File: src/rtl/mem_arbiter.sv
// Round-robin arbiter that funnels NUM_PORTS requestors onto a single memory port.
// Define MEM_ARB_WATCHDOG_EN to add the BUSY-state timeout watchdog (err pulse + forced ack).
module mem_arbiter #(
  parameter int NUM_PORTS      = 2,
  parameter int ADDR_W         = 32,
  parameter int DATA_W         = 32,
  parameter int TIMEOUT_CYCLES = 255
) (
  input  logic                        clk,
  input  logic                        reset,
  input  logic [NUM_PORTS-1:0]        req,
  input  logic [NUM_PORTS*ADDR_W-1:0] addr,
  input  logic [NUM_PORTS-1:0]        write,
  input  logic [NUM_PORTS*DATA_W-1:0] wdata,
  input  logic [NUM_PORTS-1:0]        extend,
  input  logic [2*NUM_PORTS-1:0]      width,
  output logic [NUM_PORTS-1:0]        ack,
  output logic [DATA_W-1:0]           rdata,
  output logic                        m_req,
  output logic [ADDR_W-1:0]           m_addr,
  output logic                        m_write,
  output logic [DATA_W-1:0]           m_wdata,
  output logic                        m_extend,
  output logic [1:0]                  m_width,
  input  logic                        m_ack,
  input  logic [DATA_W-1:0]           m_rdata,
  output logic                        err
);
  localparam int IDX_W = (NUM_PORTS > 1) ? $clog2(NUM_PORTS) : 1;

  if (NUM_PORTS < 2 || NUM_PORTS > 8) begin : g_bad_ports
    $error("mem_arbiter: NUM_PORTS must be in 2..8");
  end
  if (TIMEOUT_CYCLES < 1 || TIMEOUT_CYCLES > 65535) begin : g_bad_timeout
    $error("mem_arbiter: TIMEOUT_CYCLES must be in 1..65535");
  end

  // state | meaning
  // IDLE  | no transaction open; picks a winner whenever any req is high
  // BUSY  | latched request presented downstream, waiting for m_ack
  typedef enum logic {IDLE, BUSY} state_t;

  state_t           state;
  logic [IDX_W-1:0] rr_ptr;
  logic [IDX_W-1:0] grant;
  logic [IDX_W-1:0] winner;
  logic [IDX_W-1:0] win_hi;
  logic [IDX_W-1:0] win_lo;
  logic             hi_valid;
  logic [ADDR_W-1:0] sel_addr;
  logic [DATA_W-1:0] sel_wdata;
  logic             sel_write;
  logic             sel_extend;
  logic [1:0]       sel_width;
  logic             busy;
  logic             wd_fire;
  logic             done;

  // Lowest requesting index at or above rr_ptr wins; otherwise wrap to the lowest below it.
  always_comb begin
    win_hi     = '0;
    win_lo     = '0;
    hi_valid   = 1'b0;
    sel_addr   = '0;
    sel_wdata  = '0;
    sel_write  = 1'b0;
    sel_extend = 1'b0;
    sel_width  = '0;
    for (int i = NUM_PORTS - 1; i >= 0; i--) begin
      if (req[i]) begin
        if (IDX_W'(i) >= rr_ptr) begin
          win_hi   = IDX_W'(i);
          hi_valid = 1'b1;
        end else begin
          win_lo = IDX_W'(i);
        end
      end
    end
    winner = hi_valid ? win_hi : win_lo;
    for (int i = 0; i < NUM_PORTS; i++) begin
      if (winner == IDX_W'(i)) begin
        sel_addr   = addr[i*ADDR_W +: ADDR_W];
        sel_wdata  = wdata[i*DATA_W +: DATA_W];
        sel_write  = write[i];
        sel_extend = extend[i];
        sel_width  = width[2*i +: 2];
      end
    end
  end

  assign busy = (state == BUSY);

`ifdef MEM_ARB_WATCHDOG_EN
  logic [15:0] wd_cnt;
  // Fires in the cycle whose missing m_ack would bring the count to the limit.
  assign wd_fire = busy && !reset && !m_ack &&
                   ({1'b0, wd_cnt} + 17'd1 == 17'(TIMEOUT_CYCLES));
`else
  assign wd_fire = 1'b0;
`endif

  assign done  = busy && !reset && (m_ack || wd_fire);
  assign m_req = busy && !wd_fire;
  assign err   = wd_fire;
  assign rdata = (done && m_ack) ? m_rdata : '0;

  always_comb begin
    ack = '0;
    for (int i = 0; i < NUM_PORTS; i++) begin
      ack[i] = done && (grant == IDX_W'(i));
    end
  end

  always_ff @(posedge clk) begin
    if (reset) begin
      state    <= IDLE;
      rr_ptr   <= '0;
      grant    <= '0;
      m_addr   <= '0;
      m_write  <= 1'b0;
      m_wdata  <= '0;
      m_extend <= 1'b0;
      m_width  <= '0;
`ifdef MEM_ARB_WATCHDOG_EN
      wd_cnt   <= '0;
`endif
    end else begin
      case (state)
        IDLE: begin
          if (|req) begin
            grant    <= winner;
            m_addr   <= sel_addr;
            m_write  <= sel_write;
            m_wdata  <= sel_wdata;
            m_extend <= sel_extend;
            m_width  <= sel_width;
            state    <= BUSY;
`ifdef MEM_ARB_WATCHDOG_EN
            wd_cnt   <= '0;
`endif
          end
        end
        BUSY: begin
          if (done) begin
            state  <= IDLE;
            rr_ptr <= (grant == IDX_W'(NUM_PORTS - 1)) ? '0 : grant + 1'b1;
          end
`ifdef MEM_ARB_WATCHDOG_EN
          else begin
            wd_cnt <= wd_cnt + 16'd1;
          end
`endif
        end
        default: state <= IDLE;
      endcase
    end
  end

endmodule

File: config.mk
export PLATFORM = sky130hd
export DESIGN_NAME = mem_arbiter
export DESIGN_NICKNAME = d
export VERILOG_FILES = /design/src/rtl/mem_arbiter.sv
export SDC_FILE = /design/constraint.sdc
export NUM_CORES = 1
export LEC_CHECK = 0
export BUFFER_PORTS_ARGS = -buffer_cell sky130_fd_sc_hd__buf_2
export CORE_AREA = 2 2 108 110
export CTS_BUF_LIST = sky130_fd_sc_hd__clkbuf_8
export CTS_CLUSTER_SIZE = 40
export DETAILED_ROUTE_END_ITERATION = 8
export DIE_AREA = 0 0 110 112
export GPL_ROUTABILITY_DRIVEN = 0
export MAX_ROUTING_LAYER = met4
export PLACE_DENSITY_LB_ADDON = 0.12
export SYNTH_ARGS = -nofsm -noshare
export SYNTH_HDL_FRONTEND = slang
export SYNTH_SLANG_ARGS = --single-unit
File: constraint.sdc
create_clock -name clk -period 2.8 [get_ports clk]
set_clock_uncertainty 0.05 [all_clocks]
set_input_delay 0.14 -clock clk [delete_from_list [all_inputs] [get_ports clk]]
set_output_delay 0.14 -clock clk [all_outputs]
set_load 0.05 [all_outputs]
# Yosys cells after proc, flatten, opt, wreduce, memory -nomap -nowiden
# Cells that the tools add are included.
[op_classes]
n_addsub = 1
order_cmp = 2
muxes = 21
bitwise_logic = 2
reduce_logical = 9
[ops]
columns = ["cell", "n"]
rows = [
  ["$mux W32", 3],
  ["$mux W1", 16],
  ["$logic_and A1 B1 Y1", 5],
  ["$reduce_and A2 Y1", 2],
  ["$ge A1 B1 Y1 const A", 2],
  ["$mux W2", 1],
  ["$not A1 Y1", 2],
  ["$pmux W1 S2", 1],
  ["$reduce_or A2 Y1", 1],
  ["$add A1 B1 Y1 const B", 1],
  ["$logic_not A1 Y1", 1],
]
[totals]
register_bits = 71
inputBits = 173
output_inout_bits = 104
wordCells = 43

# Logic depth before layout (Yosys ltp)
# Gate-level depths: netlist (run 1).
[depth]
depth_word = 7
mapped_depth = 6

# Least setup slack after synthesis (run 1)
# No wires, ideal clock.
[synth_timing]
kind = "reg2out"
start = "register state, in the netlist m_req"
end = "output port ack[0]"
arrival_time_ns = 1.965
slack_ns = 0.645
stages_incl_launch_ff = 3
path_buffers = 0
cell_sequence = "dfxtp_1 > nand2_1 > nor3_1"
[synth_via]
elab_chain_len = 3
[synth_rtl]
columns = ["element", "line", "rtl"]
rows = [
  ["start, declared", "43", "state_t state;"],
  ["start signal, assigned", "116", "state <= IDLE;"],
  ["start signal, assigned", "137", "state <= BUSY;"],
  ["start signal, assigned", "145", "state <= IDLE;"],
  ["$logic_and A1 B1 Y1 (2 in a row)", "102", "assign done = busy && !reset && (m_ack || wd_fire);"],
  ["$logic_and A1 B1 Y1", "110", "ack[i] = done && (grant == IDX_W'(i));"],
  ["end, declared", "17", "output logic [NUM_PORTS-1:0] ack,"],
]
# Every way passes these cells.

# Worst setup path after layout (run 1)
[layout_timing]
start = "register state, in the netlist m_req"
end = "output port rdata[15]"
[layout_via]
elab_chain_len = 4
[layout_rtl]
columns = ["element", "line", "rtl"]
rows = [
  ["$logic_and A1 B1 Y1 (2 in a row)", "102", ""],
  ["$logic_and A1 B1 Y1", "105", "assign rdata = (done && m_ack) ? m_rdata : '0;"],
  ["$mux W32", "105", ""],
  ["end, declared", "18", "output logic [DATA_W-1:0] rdata,"],
]
# Every way passes these cells.

==> reports/results.tsv, run 1 <==
stage	metric	value	unit
timing	maxSlewViolCount	0	
setup_path	criticalPathCategory	flip-flop to output port	
final_layout	utilization	45.65	%
placed_design	placed_area	4916	um2
synthesis	ys_seq_area_share	39.13	%
cts	cts_buffers	9	
timing	rsz0062_at_grt	no	
die	die_w	110	um
setup_path	endpoint_kind	output port	
synthesis	ys_top_cells_by_area	dfxtp_1 39%, a311oi_1 16%, nand3_1 9.4%	
timing	setup_violations	0	
die	ioPinCount	277	
setup_path	crit_chain	nand2_1 -> nor2_1 -> buf_4 -> and2_1 -> buf_2	
pwr	vdd_drop_max	209.3	uV
cts	cts.sinks	71	
setup_path	crit_path_top_delay_cell	dfxtp_1	
die	core	11170	um2
placed_design	io_buffers	275	
timing	relSlewSlack	27.08	%
drt	drt_iter0_drc	345	
grt	grt_pass1_vias	4216	
setup_path	crit_path_max_fanout	32	
final_layout	antennaDiodeCount	0	
synthesis	yosysTopAreaCellShare	39.13	%
synthesis	ys_async_sr_fraction	0	%
setup_path	critPathMaxStageDelay	460	ps
setup_path	arrival	1780	ps
synthesis	netlist_area	3632	um2
grt	grt_pass1_wl	20880	um
drt	drc_errors	0	
outcome	status	completed	
setup_path	worstPathRequired	2610	ps
pwr	power_density	558.5	nW/um2
timing	tightest_slew	1092	ps
synthesis	syn_inst	448	
run	maxCapViolCount	0	
die	start_util	32.50	%
grt	antenna_found_initial	0	
synthesis	synth-edff-count	0	
final_layout	syn_to_final_growth	40.44	%
cts	clkLatencyLatePin	350	ps
timing	fmax	506.9	MHz
cts	cts_root_buffer	clkbuf_8	
cts	cts_tree	done	
final_layout	final_area	5101	um2
drt	wl	13800	um
synthesis	syn_area_per_cell	8.108	um2
grt	grt_max_degree	76	
synthesis	ys_ff_latch	71	
cts	clockBufferDepth	2	
die	fp.dieH	112	um
synthesis	synth_top_flop_cell	dfxtp_1	
grt	grt_util_all_layers	22.34	%
timing	tns	0	ps
timing	hold_violations	0	
final_layout	nNetsFinal	862	
final_layout	drive_gt1_share	43.21	%
synthesis	synth_top_cell_by_area	dfxtp_1	
die	rows	39	
drt	dr_total_vias	4412	
synthesis	ys_top_cells_by_count	71 x dfxtp_1, 70 x nor2_1, 68 x nand3_1	
setup_path	crit_path_start_kind	flip-flop	
timing	timing.final.crit_share	70.46	%
synthesis	ys_warn_count	0	
placed_design	dp_hpwl	9581	um
die	dieArea	12320	um2
synthesis	synth_most_common_cell	dfxtp_1	
timing	period_needed	1973	ps
min_path	min_path_type	primary input to flip-flop	
cts	post_cts_buffers	0	
pwr	p_leak	0.002455	uW
drt	viasPerCell	5.284	
drt	wl_per_cell	16.53	um
synthesis	synth_nets	621	
cts	clk_pin_slew_worst_paths	70	ps
cts	htree_num_levels	3	
grt	gr-total-overflow	0	
synthesis	netlist-cell-type-count	25	
drt	first_pass_iters	8	
drt	ant_nets	0	
[layer usage]
layer	vias to the layer above	wire length, um	part of all wire [%]	GRT usage (%)
li1	2122	-	-	-
met1	2047	5409	39	25.68
met2	220	6990	51	37.87
met3	23	1066	7.7	4.215
met4	0	337	2.4	8.608
met5	-	0	0	-
[cell usage in the layout (no fill, tap or decap)]
| cell type | Yosys | routed |
|---|---|---|
| o32ai_1 | 1 | 1 |
| a211oi_1 | 1 | 1 |
| inv_2 | 1 | 1 |
| nand2_1 | 1 | 1 |
| and2b_2 | 1 | 1 |
| conb_1 | 1 | 1 |
| a311oi_2 | 1 | 1 |
| nor2b_1 | 1 | 1 |
| nand3_1 | 68 | 68 |
| nor2_1 | 70 | 70 |
| a311oi_1 | 67 | 67 |
| buf_4 | 7 | 5 |
| buf_2 | 14 | 275 |
| and2_1 | 32 | 32 |
| nand2b_2 | 0 | 1 |
| dlygate4sd3_1 | 0 | 4 |
| o21ba_4 | 1 | 1 |
| nor3_1 | 3 | 3 |
| o21ai_0 | 59 | 59 |
| inv_1 | 1 | 4 |
| mux2i_1 | 1 | 1 |
| dfxtp_1 | 71 | 71 |
| clkinv_2 | 0 | 2 |
| buf_12 | 0 | 3 |
| clkbuf_8 | 0 | 9 |
| o21ai_1 | 9 | 9 |
[where the power goes]
part / switching [uW] / internal [uW] / leakage, uW
Combinational: 718 / 292 / 0.00178
Sequential: 50.7 / 1110 / 0.000590
Clock: 377 / 299 / 0.0000885
[worst paths after layout]
check                 start  cells past startpoint          to  slack (ps)
hold / removal     wdata[1]                      3  m_wdata[1]          20
hold reg to reg   m_addr[5]                      2   m_addr[5]         440
setup reg to reg      m_req                      4  m_addr[10]         990
setup / recovery      m_req                      5   rdata[15]         830
[kinds of logic after synthesis]
kind of cell | share of synthesized area, %
buffers and inverters | 10.44
AOI/OAI and AO/OA | 26.83
other | 0.1032
and+or+nand+nor | 23.22
DFF | 39.13
muxes | 0.2756
[layout make-up]
| type | count | area [um2] |
|---|---|---|
| clock buffers | 9 | 123.9 |
| clock inverters | 5 | 21.27 |
| fillers | 1154 | 6073 |
| inverters | 2 | 7.507 |
| multi-input cells | 318 | 1834 |
| flip-flops and latches | 71 | 1421 |
| well taps | 143 | 178.9 |
| repair buffers | 287 | 1514 |
[critical path, delay by kind of cell (launching register included)]
family / cells / cell delay (ps)
flip-flops: 1 / 460
buffers and inverters: 2 / 530
AND/OR/NAND/NOR: 3 / 450
[metrics by stage]
stage | std cells | hold WS, ps | worst slack [ps] | total power [uW]
finish | 835 | 21.76 | 827.0 | 2849
global route | 835 | 8.878 | 664.4 | 2999
CTS | 835 | 0.5575 | 779.2 | 2878
detailed placement | 817 | 309.8 | 1011 | 2193
global placement | 817 | 294.6 | 1039 | 2183
floorplan | 448 | 189.6 | 644.7 | 1924
[flip-flops by register name (all words and copies together) (netlist names)]
register,count
m_wdata,32
m_width,2
m_extend,1
m_req,1
m_write,1
m_addr,32
grant,1
rr_ptr,1
[what timing repair did]
action	in CTS	in global routing
hold buffers	4	0
hold endpoints to repair	4	0
gates resized for setup	0	0
Note: power is estimated with default switching activity, not from simulation.
==> inputs of run 2 (changes only) <==
--- a/config.mk
+++ b/config.mk
@@ -6,11 +6,11 @@
 export NUM_CORES = 1
 export LEC_CHECK = 0
 export BUFFER_PORTS_ARGS = -buffer_cell sky130_fd_sc_hd__buf_2
-export CORE_AREA = 2 2 108 110
+export CORE_AREA = 2 2 106 108
 export CTS_BUF_LIST = sky130_fd_sc_hd__clkbuf_8
 export CTS_CLUSTER_SIZE = 40
 export DETAILED_ROUTE_END_ITERATION = 8
-export DIE_AREA = 0 0 110 112
+export DIE_AREA = 0 0 108 110
 export GPL_ROUTABILITY_DRIVEN = 0
 export MAX_ROUTING_LAYER = met4
 export PLACE_DENSITY_LB_ADDON = 0.12
==> constraint.sdc (replaced) <==
create_clock -name clk -period 1.83 [get_ports clk]
set_clock_uncertainty 0.05 [all_clocks]
set_input_delay 0.0915 -clock clk [delete_from_list [all_inputs] [get_ports clk]]
set_output_delay 0.0915 -clock clk [all_outputs]
set_load 0.05 [all_outputs]
==> run 2 against run 1 <==
Net effect:
- count of clock-buffer cells in the layout is 3 higher
- critical path depth is 2 higher
- setup slack lost 730 ps
- cell count increased by 15%
- sequential power grew 54%
- largest cell class is now non-clock buffers
- highest routed layer unchanged
==> reports/results.tsv, run 2 (synthesis results as in run 1) <==
stage	metric	value	unit
timing	rsz0062_at_grt	no	
cts	htree_num_levels	3	
grt	grt_util_all_layers	26.61	%
final_layout	layoutNonFillerInstCount	963	
min_path	min_to	m_wdata[18]	
cts	clockBufferDepth	2	
drt	drc_errors	0	
final_layout	reg_top3	m_addr x32, m_wdata x32, m_width x2	
timing	period_needed	1731	ps
pwr	vdd_drop_max	400.9	uV
min_path	min_path_type	primary input to flip-flop	
timing	fmax	577.7	MHz
final_layout	syn_to_final_growth	79.26	%
placed_design	placed_area	4984	um2
setup_path	rrSetupSlack	300	ps
pwr	power.net_switching	1837	uW
drt	ant_nets	0	
die	dieArea	11880	um2
drt	wl	16260	um
die	die_w	108	um
pwr	sw_frac_of_total	37.39	%
drt	drt_iter0_drc	412	
setup_path	cpLargestDelayFamily	buffers and inverters	
die	fp.dieH	110	um
pwr	comb_power_share	36.7	%
die	ioPinCount	277	
cts	cts_tree	done	
setup_path	crit_chain	dlygate4sd3_1 -> buf_2 -> nand2_1 -> nor2_4 -> buf_6 -> and2_1 -> clkbuf_4	
run	maxCapViolCount	0	
grt	grt_pass1_wl	23880	um
timing	setup_violations	0	
die	core	10700	um2
timing	hold_violations	0	
setup_path	critPathMaxStageDelay	530	ps
drt	viasPerCell	5.250	
final_layout	final_common_cell	buf_2	
drt	dr_total_vias	5056	
setup_path	endpoint_kind	output port	
drt	first_pass_iters	8	
min_path	holdPathStages	3	
cts	clkLatencyLatePin	340	ps
final_layout	ff_latch_area	1423	um2
final_layout	fillers	960	
pwr	pwr-share-clk	26.9	%
cts	cts.sinks	71	
cts	cts_buffers	9	
final_layout	multi_input_area	1842	um2
placed_design	dp_hpwl	10160	um
pwr	internal_power	3076	uW
setup_path	ff2ff_path_depth	4	
setup_path	crit_buf_inv	4	
grt	grt_max_degree	70	
setup_path	criticalPathCategory	primary input to output port	
grt	gr-total-overflow	0	
final_layout	nNetsFinal	989	
setup_path	crit_path_max_fanout	16	
cts	clk_pin_slew_worst_paths	70	ps
placed_design	placed_cells	818	
cts	cts_root_buffer	clkbuf_8	
final_layout	drive_gt1_share	37.76	%
placed_design	io_buffers	275	
timing	maxSlewViolCount	0	
final_layout	final_area	6511	um2
die	start_util	33.95	%
grt	antenna_found_initial	2	
die	rows	38	
pwr	seqPwrFrac	36.3	%
drt	wl_per_cell	16.88	um
min_path	hp-start	wdata[18]	
timing	timing.final.crit_share	94.58	%
setup_path	worstPathRequired	1690	ps
outcome	status	completed	
setup_path	crit_path_start_kind	primary input	
setup_path	r2r-end	m_addr[5]	
grt	grt_pass1_vias	4935	
setup_path	arrival	1590	ps
setup_path	crit_path_top_delay_cell	dlygate4sd3_1	
setup_path	r2r_start	m_req	
pwr	power_density	754.6	nW/um2
final_layout	layout_common_cells	262 x buf_2, 126 x dlygate4sd3_1, 70 x dfxtp_1, 69 x nor2_1, 68 x nand3_1	
pwr	p_leak	0.003021	uW
==> run 2: stage by stage <==
| stage | setup TNS (ps) | worst slack [ps] | hold WS [ps] | power (uW) | util [%] |
|---|---|---|---|---|---|
| finish | 0 | 99.10 | 20.00 | 4913 | 60.87 |
| global route | 0 | 4.275 | 16.10 | 5135 | 60.87 |
| CTS | 0 | 3.753 | 0.3678 | 4922 | 60.35 |
| detailed placement | 0 | 320.8 | 248.5 | 3387 | 46.58 |
| global placement | 0 | 411.3 | 244.0 | 3368 | 46.58 |
| floorplan | -101.2 | -50.62 | 133.5 | 2944 | - |
==> run 2: what timing repair did <==
| action | 4_1_cts | 5_1_grt |
|---|---|---|
| hold endpoints to repair | 66 | 0 |
| pin swaps | 0 | 0 |
| setup buffers | 0 | 0 |
| hold buffers | 126 | 0 |
| setup endpoints to repair | 1 | 32 |
| cloned | 0 | 1 |
| gates resized for setup | 1 | 17 |
==> run 2: layer usage <==
metal | wire length [um] | GRT usage (%) | share of wire [%]
met1 | 5875 | 26.88 | 36
met2 | 8721 | 49.87 | 54
met3 | 1079 | 3.821 | 6.6
met4 | 582 | 14.01 | 3.6
met5 | 0 | - | 0
==> run 2: cell type report <==
class | count | share of cell area, %
flip-flops and latches | 71 | 21.85
diodes | 2 | 0.07686
clock inverters | 4 | 0.6726
well taps | 140 | 2.690
inverters | 2 | 0.1153
clock buffers | 12 | 2.537
repair buffers | 414 | 43.77
multi-input cells | 318 | 28.29
==> run 2: worst min-delay path, stage by stage <==
cell,delay [ps]
buf_2,100
o21ai_0,80
a311oi_2,90
==> run 2: worst max path at each step <==
stage               startpoint         to  slack, ps  cells past startpoint
floorplan                m_req     ack[0]        -50                      2
finish                   m_ack   rdata[9]        100                      7
global placement         m_req   rdata[8]        410                      5
CTS                      m_ack   rdata[9]          4                      7
global route             m_req  rdata[20]          4                      5
detailed placement       m_req  m_addr[5]        320                      4
==> run 2: power groups by stage <==
stage	registers [uW]	clock network, uW	logic, uW
2_1_floorplan	2340	0	600
3_3_place_gp	1810	0	1550
3_5_place_dp	1820	0	1570
4_1_cts	1780	1360	1780
5_1_grt	1800	1420	1920
6_report	1790	1320	1800
